--- src/rtl/transducer_fire_controller_pkg.sv ---
// Shared types and defaults for the transducer fire controller.
// Holds the FSM state encoding and counter width.
package transducer_fire_controller_pkg;

    typedef enum logic [2:0] {
        ST_IDLE,
        ST_ARM,
        ST_MARK,
        ST_FIRE,
        ST_DONE
    } fsm_state_e;

    localparam int DEF_NUM_CH      = 8;
    localparam int DEF_MARK_CYCLES = 4;
    localparam int CNT_W           = 16;

endpackage

--- src/rtl/transducer_fire_controller_fire_phase_timer.sv ---
// Saturating FIRE-phase cycle counter with timeout compare.
// expire looks at the post-increment value so the limit cycle itself exits.
module fire_phase_timer
    import transducer_fire_controller_pkg::*;
(
    input  logic             clk,
    input  logic             rst_n,
    input  logic             clear,
    input  logic             run,
    input  logic [CNT_W-1:0] limit,
    output logic [CNT_W-1:0] count,
    output logic             expire
);

    logic [CNT_W-1:0] count_q, count_d, count_inc;

    always_comb begin
        count_inc = (count_q == '1) ? count_q : count_q + CNT_W'(1);
        count_d   = count_q;
        if (clear) begin
            count_d = '0;
        end else if (run) begin
            count_d = count_inc;
        end
        expire = run && (limit != '0) && (count_inc == limit);
    end

    always_ff @(posedge clk or negedge rst_n) begin
        if (!rst_n) begin
            count_q <= '0;
        end else begin
            count_q <= count_d;
        end
    end

    assign count = count_q;

endmodule

--- src/rtl/transducer_fire_controller.sv ---
// Sequences channel reset, arm and fire strobes for a transducer array.
// All outputs come straight from flops.
module transducer_fire_controller
    import transducer_fire_controller_pkg::*;
#(
    parameter int NUM_CH      = DEF_NUM_CH,
    parameter int MARK_CYCLES = DEF_MARK_CYCLES
) (
    input  logic              clk,
    input  logic              rst_n,
    input  logic              fireReq,
    input  logic              abort,
    input  logic [NUM_CH-1:0] chanEnable,
    input  logic [CNT_W-1:0]  timeoutCycles,
    input  logic [NUM_CH-1:0] fireComplete,
    input  logic [NUM_CH-1:0] warning,
    output logic [NUM_CH-1:0] chanActive,
    output logic              chanRst,
    output logic              onYourMark,
    output logic              GOGOGO_EXCLAMATION,
    output logic              busy,
    output logic              done,
    output logic              timedOut,
    output logic              aborted,
    output logic [NUM_CH-1:0] warnFlags,
    output logic [CNT_W-1:0]  fireCycles
);

    localparam int MW = $clog2(MARK_CYCLES);
    localparam logic [MW-1:0] MARK_LAST = MW'(MARK_CYCLES - 1);

    fsm_state_e        state_q, state_d;
    logic [MW-1:0]     mark_cnt_q, mark_cnt_d;
    logic [NUM_CH-1:0] active_q, active_d;
    logic [NUM_CH-1:0] warn_q, warn_d, warn_hit;
    logic              chan_rst_q, chan_rst_d;
    logic              mark_q, mark_d;
    logic              go_q, go_d;
    logic              busy_q, busy_d;
    logic              done_q, done_d;
    logic              timed_q, timed_d;
    logic              aborted_q, aborted_d;
    logic              clear, expire, complete;

    fire_phase_timer u_timer (
        .clk    (clk),
        .rst_n  (rst_n),
        .clear  (clear),
        .run    (state_q == ST_FIRE),
        .limit  (timeoutCycles),
        .count  (fireCycles),
        .expire (expire)
    );

    always_comb begin
        state_d    = state_q;
        mark_cnt_d = mark_cnt_q;
        active_d   = active_q;
        warn_d     = warn_q;
        timed_d    = timed_q;
        aborted_d  = aborted_q;
        chan_rst_d = 1'b0;
        mark_d     = 1'b0;
        go_d       = 1'b0;
        done_d     = 1'b0;
        clear      = 1'b0;
        warn_hit   = warning & active_q;
        complete   = (fireComplete & active_q) == active_q;
        unique case (state_q)
            ST_IDLE: begin
                if (fireReq) begin
                    clear     = 1'b1;
                    warn_d    = '0;
                    timed_d   = 1'b0;
                    aborted_d = 1'b0;
                    if (chanEnable != '0) begin
                        active_d   = chanEnable;
                        chan_rst_d = 1'b1;
                        state_d    = ST_ARM;
                    end else begin
                        done_d  = 1'b1;
                        state_d = ST_DONE;
                    end
                end
            end
            ST_ARM: begin
                if (abort) begin
                    aborted_d = 1'b1;
                    done_d    = 1'b1;
                    state_d   = ST_DONE;
                end else begin
                    mark_cnt_d = '0;
                    mark_d     = 1'b1;
                    state_d    = ST_MARK;
                end
            end
            ST_MARK: begin
                if (abort) begin
                    aborted_d = 1'b1;
                    done_d    = 1'b1;
                    state_d   = ST_DONE;
                end else if (mark_cnt_q == MARK_LAST) begin
                    mark_d  = 1'b1;
                    go_d    = 1'b1;
                    state_d = ST_FIRE;
                end else begin
                    mark_cnt_d = mark_cnt_q + MW'(1);
                    mark_d     = 1'b1;
                end
            end
            ST_FIRE: begin
                // Completion outranks timeout; warnings are captured regardless.
                if (abort || complete || (warn_hit != '0) || expire) begin
                    warn_d    = warn_q | warn_hit;
                    aborted_d = abort;
                    timed_d   = !abort && !complete && expire;
                    done_d    = 1'b1;
                    state_d   = ST_DONE;
                end else begin
                    mark_d = 1'b1;
                    go_d   = 1'b1;
                end
            end
            ST_DONE: state_d = ST_IDLE;
            default: state_d = ST_IDLE;
        endcase
        busy_d = (state_d != ST_IDLE);
    end

    always_ff @(posedge clk or negedge rst_n) begin
        if (!rst_n) begin
            state_q    <= ST_IDLE;
            mark_cnt_q <= '0;
            active_q   <= '0;
            warn_q     <= '0;
            timed_q    <= 1'b0;
            aborted_q  <= 1'b0;
            chan_rst_q <= 1'b0;
            mark_q     <= 1'b0;
            go_q       <= 1'b0;
            busy_q     <= 1'b0;
            done_q     <= 1'b0;
        end else begin
            state_q    <= state_d;
            mark_cnt_q <= mark_cnt_d;
            active_q   <= active_d;
            warn_q     <= warn_d;
            timed_q    <= timed_d;
            aborted_q  <= aborted_d;
            chan_rst_q <= chan_rst_d;
            mark_q     <= mark_d;
            go_q       <= go_d;
            busy_q     <= busy_d;
            done_q     <= done_d;
        end
    end

    assign chanActive         = active_q;
    assign chanRst            = chan_rst_q;
    assign onYourMark         = mark_q;
    assign GOGOGO_EXCLAMATION = go_q;
    assign busy               = busy_q;
    assign done               = done_q;
    assign timedOut           = timed_q;
    assign aborted            = aborted_q;
    assign warnFlags          = warn_q;

endmodule

--- config.mk ---
export PLATFORM = sky130hd
export DESIGN_NAME = transducer_fire_controller
export DESIGN_NICKNAME = d
export VERILOG_FILES = /design/src/rtl/transducer_fire_controller_pkg.sv /design/src/rtl/transducer_fire_controller_fire_phase_timer.sv /design/src/rtl/transducer_fire_controller.sv
export SDC_FILE = /design/constraint.sdc
export NUM_CORES = 1
export LEC_CHECK = 0
export CAP_MARGIN = 20
export CELL_PAD_IN_SITES_DETAIL_PLACEMENT = 1
export CELL_PAD_IN_SITES_GLOBAL_PLACEMENT = 2
export CORE_UTILIZATION = 31
export CTS_CLUSTER_DIAMETER = 200
export DETAILED_ROUTE_END_ITERATION = 7
export GPL_ROUTABILITY_DRIVEN = 0
export PLACE_DENSITY_LB_ADDON = 0.1
export SLEW_MARGIN = 15
export SYNTH_ARGS = -nofsm -noshare
export SYNTH_HDL_FRONTEND = slang
export SYNTH_SLANG_ARGS = --single-unit
export TNS_END_PERCENT = 5
--- constraint.sdc ---
create_clock -name clk -period 4.05 [get_ports clk]
set_input_delay 0.6075 -clock clk [delete_from_list [all_inputs] [get_ports clk]]
set_output_delay 0.6075 -clock clk [all_outputs]
set_load 0.02 [all_outputs]
# Word-level counts from Yosys, hierarchy flattened

Cells that the tools add are included.

ROM bits: 0
Bits in latches: 0
Memories kept: 0
RAM bits: 0
Output and inout port bits: 39
Register bits: 44
Input port bits: 44

Multiplexer cells: 39
$mul: 0
Equal/unequal tests: 13
Shift-type cells: 0
Bitwise operators: 3
Div/mod/pow operators: 0
Add/sub/neg operators: 2
Reductions and logical operators: 23
$lt $le $gt $ge: 0

Operators by type and width:

| operator                                                               | number |
|---|---|
| 16-bit two-way mux                                                     | 3 |
| 3-bit two-way mux                                                      | 6 |
| 1-bit two-way mux                                                      | 17 |
| 16-bit by 1-bit adder with 16-bit output (second input constant)       | 1 |
| 8-bit AND                                                              | 2 |
| 16-bit equality test                                                   | 1 |
| 16-bit equality test (second input constant)                           | 1 |
| 8-bit two-way mux                                                      | 2 |
| 8-bit one-hot mux with 2 select lines                                  | 1 |
| 16-bit nonzero test                                                    | 1 |
| 8-bit nonzero test                                                     | 2 |
| 3-bit one-hot mux with 4 select lines                                  | 1 |
| 2-bit inequality test (second input constant)                          | 5 |
| 8-bit equality test                                                    | 1 |
| 8-bit bitwise OR                                                       | 1 |
| 4-bit AND reduction                                                    | 2 |
| 3-bit by 2-bit equality test with 1-bit output (second input constant) | 2 |
| 2-bit two-way mux                                                      | 3 |
| 1-bit one-hot mux with 2 select lines                                  | 3 |
| 1-bit one-hot mux with 3 select lines                                  | 2 |
| 3-bit AND reduction                                                    | 2 |
| 2-bit nonzero test                                                     | 3 |
| 3-bit nonzero test                                                     | 2 |
| 1-bit logical AND                                                      | 4 |
| other kinds (9)                                                        | 12 |

# Logic depth before layout (Yosys ltp)

Gate-level depths: netlist of run 1.

Word-level depth: 8
Gate-level depth with buffers: 10

# Modules after synthesis

A second synthesis of run 1 with hierarchy kept.

Cell total of the unflattened synthesis: 309
Area, all modules: 2844.0 µm²

Modules (own cells, without submodules):

| module                     | cells an instance | area each (µm²) | seq. area each (µm²) | times used |
|---|---|---|---|---|
| fire_phase_timer           | 189               | 1508.9          | 400.4                | 1 |
| transducer_fire_controller | 120               | 1335.0          | 700.7                | 1 |

# Worst setup path after synthesis of run 1

OpenSTA, ideal clock, no wires.

Kind: flip-flop to flip-flop
Start: register u_timer.count_q[0] (netlist: u_timer.count[0])
End: register state_q[0]
Arrival time: 2603 ps
Path slack: 1315 ps
Path buffers: 0
Cell stages (with the launch flop): 10
Required time: 3918 ps
Clock period less this slack: 2735 ps
Cells stage by stage: dfrtp_1 ha_1 nand3_1 nor4_1 mux2i_1 xor2_1 nand4_1 or3_4 o211ai_4 nand3_2

Longest elaborated chain between the ends: 7

Ends and longest elaborated chain:

| what                                                                             | RTL line                                          | source |
|---|---|---|
| start, declared                                                                  | transducer_fire_controller_fire_phase_timer.sv:15 | `logic [CNT_W-1:0] count_q, count_d, count_inc;` |
| start signal, assigned                                                           | transducer_fire_controller_fire_phase_timer.sv:32 | `count_q <= count_d;` |
| 16-bit by 1-bit adder with 16-bit output or 16-bit equality test (tied branches) | transducer_fire_controller_fire_phase_timer.sv:18 | `count_inc = (count_q == '1) ? count_q : count_q + CNT_W'(1);` |
| 16-bit two-way mux *                                                             | transducer_fire_controller_fire_phase_timer.sv:18 |  |
| 16-bit equality test *                                                           | transducer_fire_controller_fire_phase_timer.sv:25 | `expire = run && (limit != '0) && (count_inc == limit);` |
| 1-bit logical AND *                                                              | transducer_fire_controller_fire_phase_timer.sv:25 |  |
| 1-bit logical OR *                                                               | transducer_fire_controller.sv:113                 | `if (abort \|\| complete \|\| (warn_hit != '0) \|\| expire) begin` |
| 3-bit two-way mux *                                                              | transducer_fire_controller.sv:113                 |  |
| 3-bit one-hot mux with 4 select lines *                                          | transducer_fire_controller.sv:69                  | `unique case (state_q)` |
| net state_d[0]                                                                   | transducer_fire_controller.sv:32                  | `fsm_state_e state_q, state_d;` |
| end signal, assigned                                                             | transducer_fire_controller.sv:144                 | `state_q <= state_d;` |
| end, declared                                                                    | transducer_fire_controller.sv:32                  |  |

Mark *: on every way through the listed nets, which the timed path passes. The rest lies on a longest branch.
A chain may end at the register's enable or synchronous reset.

# Worst setup path after layout of run 1

Ends and elaborated chain as after synthesis.

==> flow_results.org, run 1 <==
** Yosys
- Synth Flop Type :: sky130_fd_sc_hd__dfrtp_1
- Fraction of synthesis flops using an asynchronous set or reset pin :: 100%
- EDFF count, synth :: 0
- Number of warnings printed during yosys synthesis :: 0
- Post-synthesis sequential area ratio :: 34.8%
- The netlist uses 71 different library cells.
- After technology mapping, the gate count stands at 355.
- The number of nets handed over by synthesis was 401.
- FF+latch count, synth :: 44
- Mean cell area of the mapped netlist :: 8.90 um^2
- In this run the cell area of the synthesized design comes to 3160 um^2.

** Pwr
- In this run the power density over the cells is 406 nW/um^2.
- Worst vdd rail ir drop :: 0.226 mV
- In this run the static leakage power is 0.00162 uW.

** Floorplan
- The die is 103 um wide.
- Die area :: 10600 um^2
- The region available for standard cell placement spans 9820 um^2.
- For this configuration, the core starts out at a cell density of 32.2%.
- Number of top-level pins :: 83
- The floorplan has 36 rows.
- In this run the vertical extent of the chip is 103 um.

** Worst setup path
- Crit end category :: register
- Traced cell by cell, the critical path runs through ha_1, nand3_1, nor4_1, mux2i_1, xor2_1, nand4_1, or3_4, o211ai_4, nand3_2.
- The worst setup path is of the reg -> reg kind.
- CP Depth :: 9
- The largest individual stage delay along the critical path comes from the cell sky130_fd_sc_hd__nor4_1.
- The largest single stage delay on the critical path is 0.54 ns.
- In this design, the largest share of critical-path delay is due to simple AND/OR/NAND/NOR gates.
- Measured in cells, the most critical reg-to-reg path has a length of 9.
- Arrival time worst endpoint :: 3.40 ns
- Counting both buffers and inverters, the worst setup path holds a total of 0.
- Critical-path maximum fanout :: 7
- Startpoint type of the worst setup path :: register
- STA puts the critical path data required time at 4.24 ns.

** STA
- Final number of setup-violating endpoints :: 0
- Unrepaired setup endpoints after global routing :: false
- The number of hold-slack violations in the final timing report was 0.
- Min Clock Period, post-route :: 3.21 ns
- Slew headroom :: 56.4%
- Max-slew violations :: 0
- In the final timing run, aggregate negative setup slack is 0 ns.
- Timing-limited maximum frequency :: 0.312 GHz
- Worst slew pin tran :: 0.651 ns
- The tightest hold path in the finished design has a slack of 0.376 ns.
- Final critical-path share of the clock period :: 79.2%
- Across the routed clock network, the largest skew measured is 0.0102 ns.

** Global route
- The first global-routing pass estimated 17.5 mm of wire.
- The initial antenna violation count is 0.
- Vias in the first global route :: 3159
- Entering global routing, the biggest net connects 45 pins.
- Aggregate global routing overflow :: 0
- Total GRT Usage :: 22.3%

** CTS
- Number of buffers between clock root and the deepest sink :: 2
- TritonCTS built the clock tree.
- Buffers added to address setup during post-CTS repair amount to 0.
- Clock tree synthesis inserted a total of 5 buffers.
- After clock tree synthesis, the repair step resized 0 gates.
- Hold repair after CTS inserted 0 buffers.
- Number of clock sinks :: 44
- Clock-pin slew reported for the worst setup and hold paths after clock tree synthesis :: 0.09 ns
- Clock latency on the worst-skew pair :: 0.31 ns
- Clock Tree Root :: sky130_fd_sc_hd__clkbuf_8
- # H-tree levels :: 2

** Route
- Detailed routing inserted a total of 3149 vias.
- Final WL :: 11.3 mm
- Residual antenna-violating net count after detailed routing :: 0
- The detailed router finished its first iteration with 153 violations.
- Dividing the detail-routed via count by the number of cells gives 5.61.
- DR DRC count :: 0
- The first detailed-routing pass took 4 iterations.
- Wire length per cell :: 20.1 um

** Job
- The tool flagged a number of max-cap violations equal to 0.

** Place
- Input and output buffers added on the ports amount to 82.
- Detailed placement ended at an HPWL of 8.40 mm.

** Finish
- At the end of the flow, the number of nets in the layout was 473.
- Cells with a size suffix above 1 make up 9.11% of the layout.
- Relative to the synthesized area, the layout overhead comes to 30.7%.
- Inserted Diodes :: 0

** Run status
- Run status :: complete, no violations

** Worst hold path
- Type of the worst min-delay path :: in -> async
## worst register-to-register path, stage by stage (launching register included)
cell and delay [ns]:
sky130_fd_sc_hd__dfrtp_1 0.49, sky130_fd_sc_hd__ha_1 0.31, sky130_fd_sc_hd__nand3_1 0.29, sky130_fd_sc_hd__nor4_1 0.54, sky130_fd_sc_hd__mux2i_1 0.34, sky130_fd_sc_hd__xor2_1 0.27, sky130_fd_sc_hd__nand4_1 0.13, sky130_fd_sc_hd__or3_4 0.42
sky130_fd_sc_hd__o211ai_4 0.22, sky130_fd_sc_hd__nand3_2 0.08
## sequential cells by signal (all words and copies together), names as in the netlist, 2 cells and up
name / flops
warnFlags: 8
state_q: 3
mark_cnt_q: 2
chanActive: 8
u_timer.count: 16
## path summary, 6_finish.rpt
check	start	end	slack, ns
worst min register to register	warnFlags[6]$_DFFE_PN0P_	warnFlags[6]$_DFFE_PN0P_	0.51
worst max register to register	u_timer.count[0]$_DFFE_PN0P_	state_q[0]$_DFF_PN0_	0.84
min in group clk	warnFlags[6]$_DFFE_PN0P_	warnFlags[6]$_DFFE_PN0P_	0.51
worst min-delay path	rst_n	u_timer.count[9]$_DFFE_PN0P_	0.38
worst max-delay path	u_timer.count[0]$_DFFE_PN0P_	state_q[0]$_DFF_PN0_	0.84
max in group asynchronous	rst_n	u_timer.count[2]$_DFFE_PN0P_	3.25
## final cells by class
| cell class | count | area [um^2] |
|---|---|---|
| fill | 1173 | 5690 |
| clock buffer | 6 | 72.6 |
| sequential | 44 | 1100 |
| clock inverter | 2 | 35.0 |
| multi-input combinational | 277 | 1860 |
| inverter | 13 | 48.8 |
| timing repair buffer | 86 | 846 |
| tap | 133 | 166 |
## power by group
group          total (uW)  switching, uW  internal [uW]
Clock                 352            169            184
Combinational         677            369            308
Sequential            649            121            528
Total                1680            658           1020
## layout by cell type (no fill, tap or decap), drive strengths merged, types with 5 or more instances in the layout
| cell type | n |
|---|---|
| a21oi | 18 |
| a31oi | 17 |
| buf | 5 |
| clkbuf | 6 |
| clkdlybuf4s50 | 81 |
| dfrtp | 44 |
| inv | 13 |
| mux2i | 5 |
| nand2 | 29 |
| nand2b | 5 |
| nand3 | 13 |
| nand4 | 16 |
| nor2 | 38 |
| nor3 | 10 |
| nor4 | 12 |
| o21ai | 25 |
| o22ai | 6 |
| or3 | 5 |
| or4 | 5 |
| xnor2 | 8 |
| xor2 | 5 |
## stage by stage
step | setup WS, ns | cells | util (%) | cell area, um^2 | power (uW)
2_1_floorplan | 1.31 | 355 | - | 3160 | 1010
3_3_place_gp | 0.941 | 553 | 41.0 | 4020 | 1340
3_5_place_dp | 0.912 | 553 | 41.0 | 4020 | 1350
4_1_cts | 0.880 | 561 | 42.1 | 4130 | 1710
5_1_grt | 0.688 | 561 | 42.1 | 4130 | 1790
6_report | 0.842 | 561 | 42.1 | 4130 | 1680
## Yosys cell counts (all sizes together), types with 6 or more instances
cell    instances  area [um^2]
xnor2           8         70.1
a31oi          17          106
inv            13         48.8
nor4           12          133
clkbuf         10         67.6
nand3          13         92.6
dfrtp          44         1100
o22ai           6         37.5
a21oi          18         90.1
nand4          16          130
nand2          29          111
o21ai          25          125
nor2           38          145
nor3           10         55.1
buf            11         90.1
## logic make-up after synthesis
| group | count (synthesis) | synth area share (%) |
|---|---|---|
| compound gates | 105 | 22.6 |
| xor+xnor | 14 | 4.35 |
| fa+ha+maj | 2 | 0.792 |
| buf+inv | 34 | 6.53 |
| flops | 44 | 34.8 |
| mux | 6 | 1.94 |
| simple gates | 150 | 29.0 |
## layer usage
metal | GRT usage, % | part of all wire, % | vias to the layer above
met5 | 0 | 0 | -
met2 | 37.3 | 47 | 93
li1 | - | - | 1475
met3 | 3.59 | 4.7 | 23
met4 | 8.56 | 2.8 | 0
met1 | 28.8 | 45 | 1558
Note: power is estimated with default switching activity, not from simulation.
==> run 2: changes to the inputs <==
Settings changed: CORE_UTILIZATION 31 to 29.
Clock period 4.05 ns to 3.15 ns, I/O delays scaled along.
==> flow_results.org, run 2 (same netlist as run 1, synthesis figures left out) <==
** Run status
- The run finished with clean final reports.

** CTS
- The register clock-pin slew on the reported worst setup and hold paths was 0.10 ns (about the same).
- TritonCTS buffer count :: 5 (unchanged)
- The insertion delay to the later sink of the worst-skew pair was 0.31 ns (about the same).
- # H-tree levels :: 2 (unchanged)
- The root buffer cell chosen for the clock tree is sky130_fd_sc_hd__clkbuf_8.
- TritonCTS clock tree :: done
- The number of clock sinks is 44 (unchanged).
- The maximum count of clock buffers along a single path was 2 (unchanged).

** Route
- The post-route antenna net violation count is 0 (unchanged).
- The via count is 3126 (-0.73%).
- The total length of routed wires came to 11.8 mm (+4.8%).
- Wire length per cell :: 20.5 um (+1.9%)
- The iteration-0 DRC count of the detailed router was 156 (+2.0%).
- The via density per instance came to 5.42 (-3.5%).
- DR DRC count :: 0 (unchanged)
- Router iterations before antenna repair :: 4 (unchanged)

** Finish
- Area growth from synthesis to final layout :: 33.8%
- Leading cell types in the layout, fill and taps excluded :: sky130_fd_sc_hd__clkdlybuf4s50_1 (81), sky130_fd_sc_hd__dfrtp_1 (43), sky130_fd_sc_hd__nor2_1 (37)
- The fraction of final layout cells sized beyond drive strength 1 came to 12.5% (+3.4 points).
- Count of non-filler cells in the finished layout :: 577 (+2.9%)
- Max reg flops :: 16 (unchanged)
- Commonest non-fill, non-tap cell in the layout :: sky130_fd_sc_hd__clkdlybuf4s50_1
- The fill cell total of the finished layout is 1232 (+5.0%).
- The antenna diode count was 0 (unchanged).
- Nets :: 486 (+2.7%)

** Worst setup path
- Data required time at the worst endpoint :: 3.40 ns (-0.84 ns)
- On the critical path, the stage with the largest delay is an instance of sky130_fd_sc_hd__or4_1.
- Arrival time worst endpoint :: 3.12 ns (-0.28 ns)
- Worst Reg-to-Reg Cells :: 8 (-1)
- The largest driver fanout on the critical path was 12 (+5).
- STA classifies the critical path startpoint as a register.
- Startpoint-to-endpoint class of the critical path :: reg -> reg
- Ordered cell list for the critical path :: nand3_2, or4_1, o21ai_0, xor2_1, nor4_2, nand3b_4, nor4_4, o21a_1
- Stage delay of the slowest cell on the critical path :: 0.61 ns (+0.07 ns)
- STA classifies the critical path endpoint as a register.

** Floorplan
- The die boundary height came to 106 um (+3.3%).
- Standard cell core area :: 10500 um^2 (+6.5%)
- Die area :: 11300 um^2 (+6.8%)
- The initial core utilization was 30.2% (-2.0 points).
- Number of top-level pins :: 83 (unchanged)
- DIE WIDTH :: 106 um (+3.3%)
- The placement row count is 37 (+2.8%).

** Global route
- Total GRT Usage :: 21.6% (-0.68 points)
- The number of global-route vias before repair was 3268 (+3.5%).
- Aggregate global routing overflow :: 0 (unchanged)
- The initial antenna violation count was 0 (unchanged).
- The global-route wire length before repair is 18.7 mm (+6.7%).
- Pin count of the biggest net entering global routing :: 30 (-33%)

** Job
- The number of max-cap violations came to 0 (unchanged).

** Pwr
- The total leakage power is 0.00168 uW (+3.5%).
- Design Power :: 2150 uW (+28%)
- The worst voltage drop across the vdd grid is 0.260 mV (+15%).
- The total power divided by cell area came to 508 nW/um^2 (+25%).

** STA
- Unrepaired setup endpoints after global routing :: false
- Final number of setup-violating endpoints :: 0 (unchanged)
- Worst slew pin tran :: 0.707 ns (+0.0558 ns)
- The count of pins over their slew limit came to 0 (unchanged).
- The shortest clock period the worst path allows after layout was 2.86 ns (-0.347 ns).
- The number of hold-slack violations in the final timing report is 0 (unchanged).
- The worst slew margin relative to its limit is 52.7% (-3.7 points).
- Worst Clk Skew :: 0.00696 ns (-0.00326 ns)
- The part of the cycle the worst path needs was 90.8% (+12 points).
- The fmax is 0.350 GHz (+12%).
- The final hold slack came to 0.0882 ns (-0.288 ns).
- Setup TNS :: 0 ns (unchanged)

** Place
- HPWL after detailed placement :: 9.05 mm (+7.8%)
- The number of I/O port buffers is 82 (unchanged).
- Cell Count Post-Placement :: 569 (+2.9%)

** Worst hold path
- The tightest min-delay check is of the in -> async type.
run 2: cell count changes in the layout (fill, tap and decap cells not counted), sizes merged:
| cell | change |
|---|---|
| buf | +13 |
| clkinvlp | +2 |
| bufinv | -1 |
| clkinv | -1 |
run 2: final timing paths:
path	start	end	slack [ns]
min reg2reg	mark_cnt_q[1]$_DFFE_PN0P_	mark_cnt_q[1]$_DFFE_PN0P_	0.50
max in group asynchronous	rst_n	warnFlags[5]$_DFFE_PN0P_	2.29
max reg2reg	u_timer.count[13]$_DFFE_PN0P_	state_q[2]$_DFF_PN0_	0.29
min in group clk	mark_cnt_q[1]$_DFFE_PN0P_	mark_cnt_q[1]$_DFFE_PN0P_	0.50
min	rst_n	u_timer.count[5]$_DFFE_PN0P_	0.09
max	u_timer.count[13]$_DFFE_PN0P_	state_q[2]$_DFF_PN0_	0.29
run 2: layout make-up:
class                      instances  area (um^2)  share of cell area, %
tap                              136          170                   4.02
timing repair buffer              99          943                   22.3
sequential                        44         1100                   26.1
clock buffer                       6         82.6                   1.95
inverter                          13         48.8                   1.15
multi-input combinational        277         1870                   44.2
clock inverter                     2         15.0                  0.355
run 2: what timing repair did:
item                                    in CTS  in global routing
gates resized for setup                      0                  2
hold buffers                                 0                  0
setup buffers                                0                  0
endpoints found under the setup margin       0                  5
run 2: report_power, final:
group,internal (uW),switching [uW],total [uW]
Combinational,411,516,927
Clock,178,235,413
Sequential,679,131,810
Total,1270,882,2150
run 2: stage by stage:
| stage | cell area, um^2 | util [%] | setup slack, ns |
|---|---|---|---|
| floorplan | 3160 | - | 0.415 |
| global placement | 4130 | 39.4 | 0.375 |
| detailed placement | 4130 | 39.4 | 0.242 |
| CTS | 4220 | 40.4 | 0.213 |
| global route | 4230 | 40.4 | 0.0131 |
| finish | 4230 | 40.4 | 0.289 |
run 2: metal layers:
layer,global-route usage (%),vias to the layer above,part of all wire (%)
li1,-,1498,-
met2,33.8,84,46
met1,30.9,1533,48
met5,0,-,0
met3,3.99,11,4.8
met4,4.37,0,1.2
run 2: worst max-delay path: cells and delay by family (launching register included):
| family | cells | cell delay, ns |
|---|---|---|
| flops | 1 | 0.50 |
| compound gates | 2 | 0.43 |
| simple gates | 5 | 1.76 |
| xor+xnor | 1 | 0.12 |
==> run 3: changes to the inputs <==
Settings changed: ABC_CLOCK_PERIOD_IN_PS set to 3150.
==> results of run 3 <==
No change in the layout: final DEF, timing and power equal those of run 2.
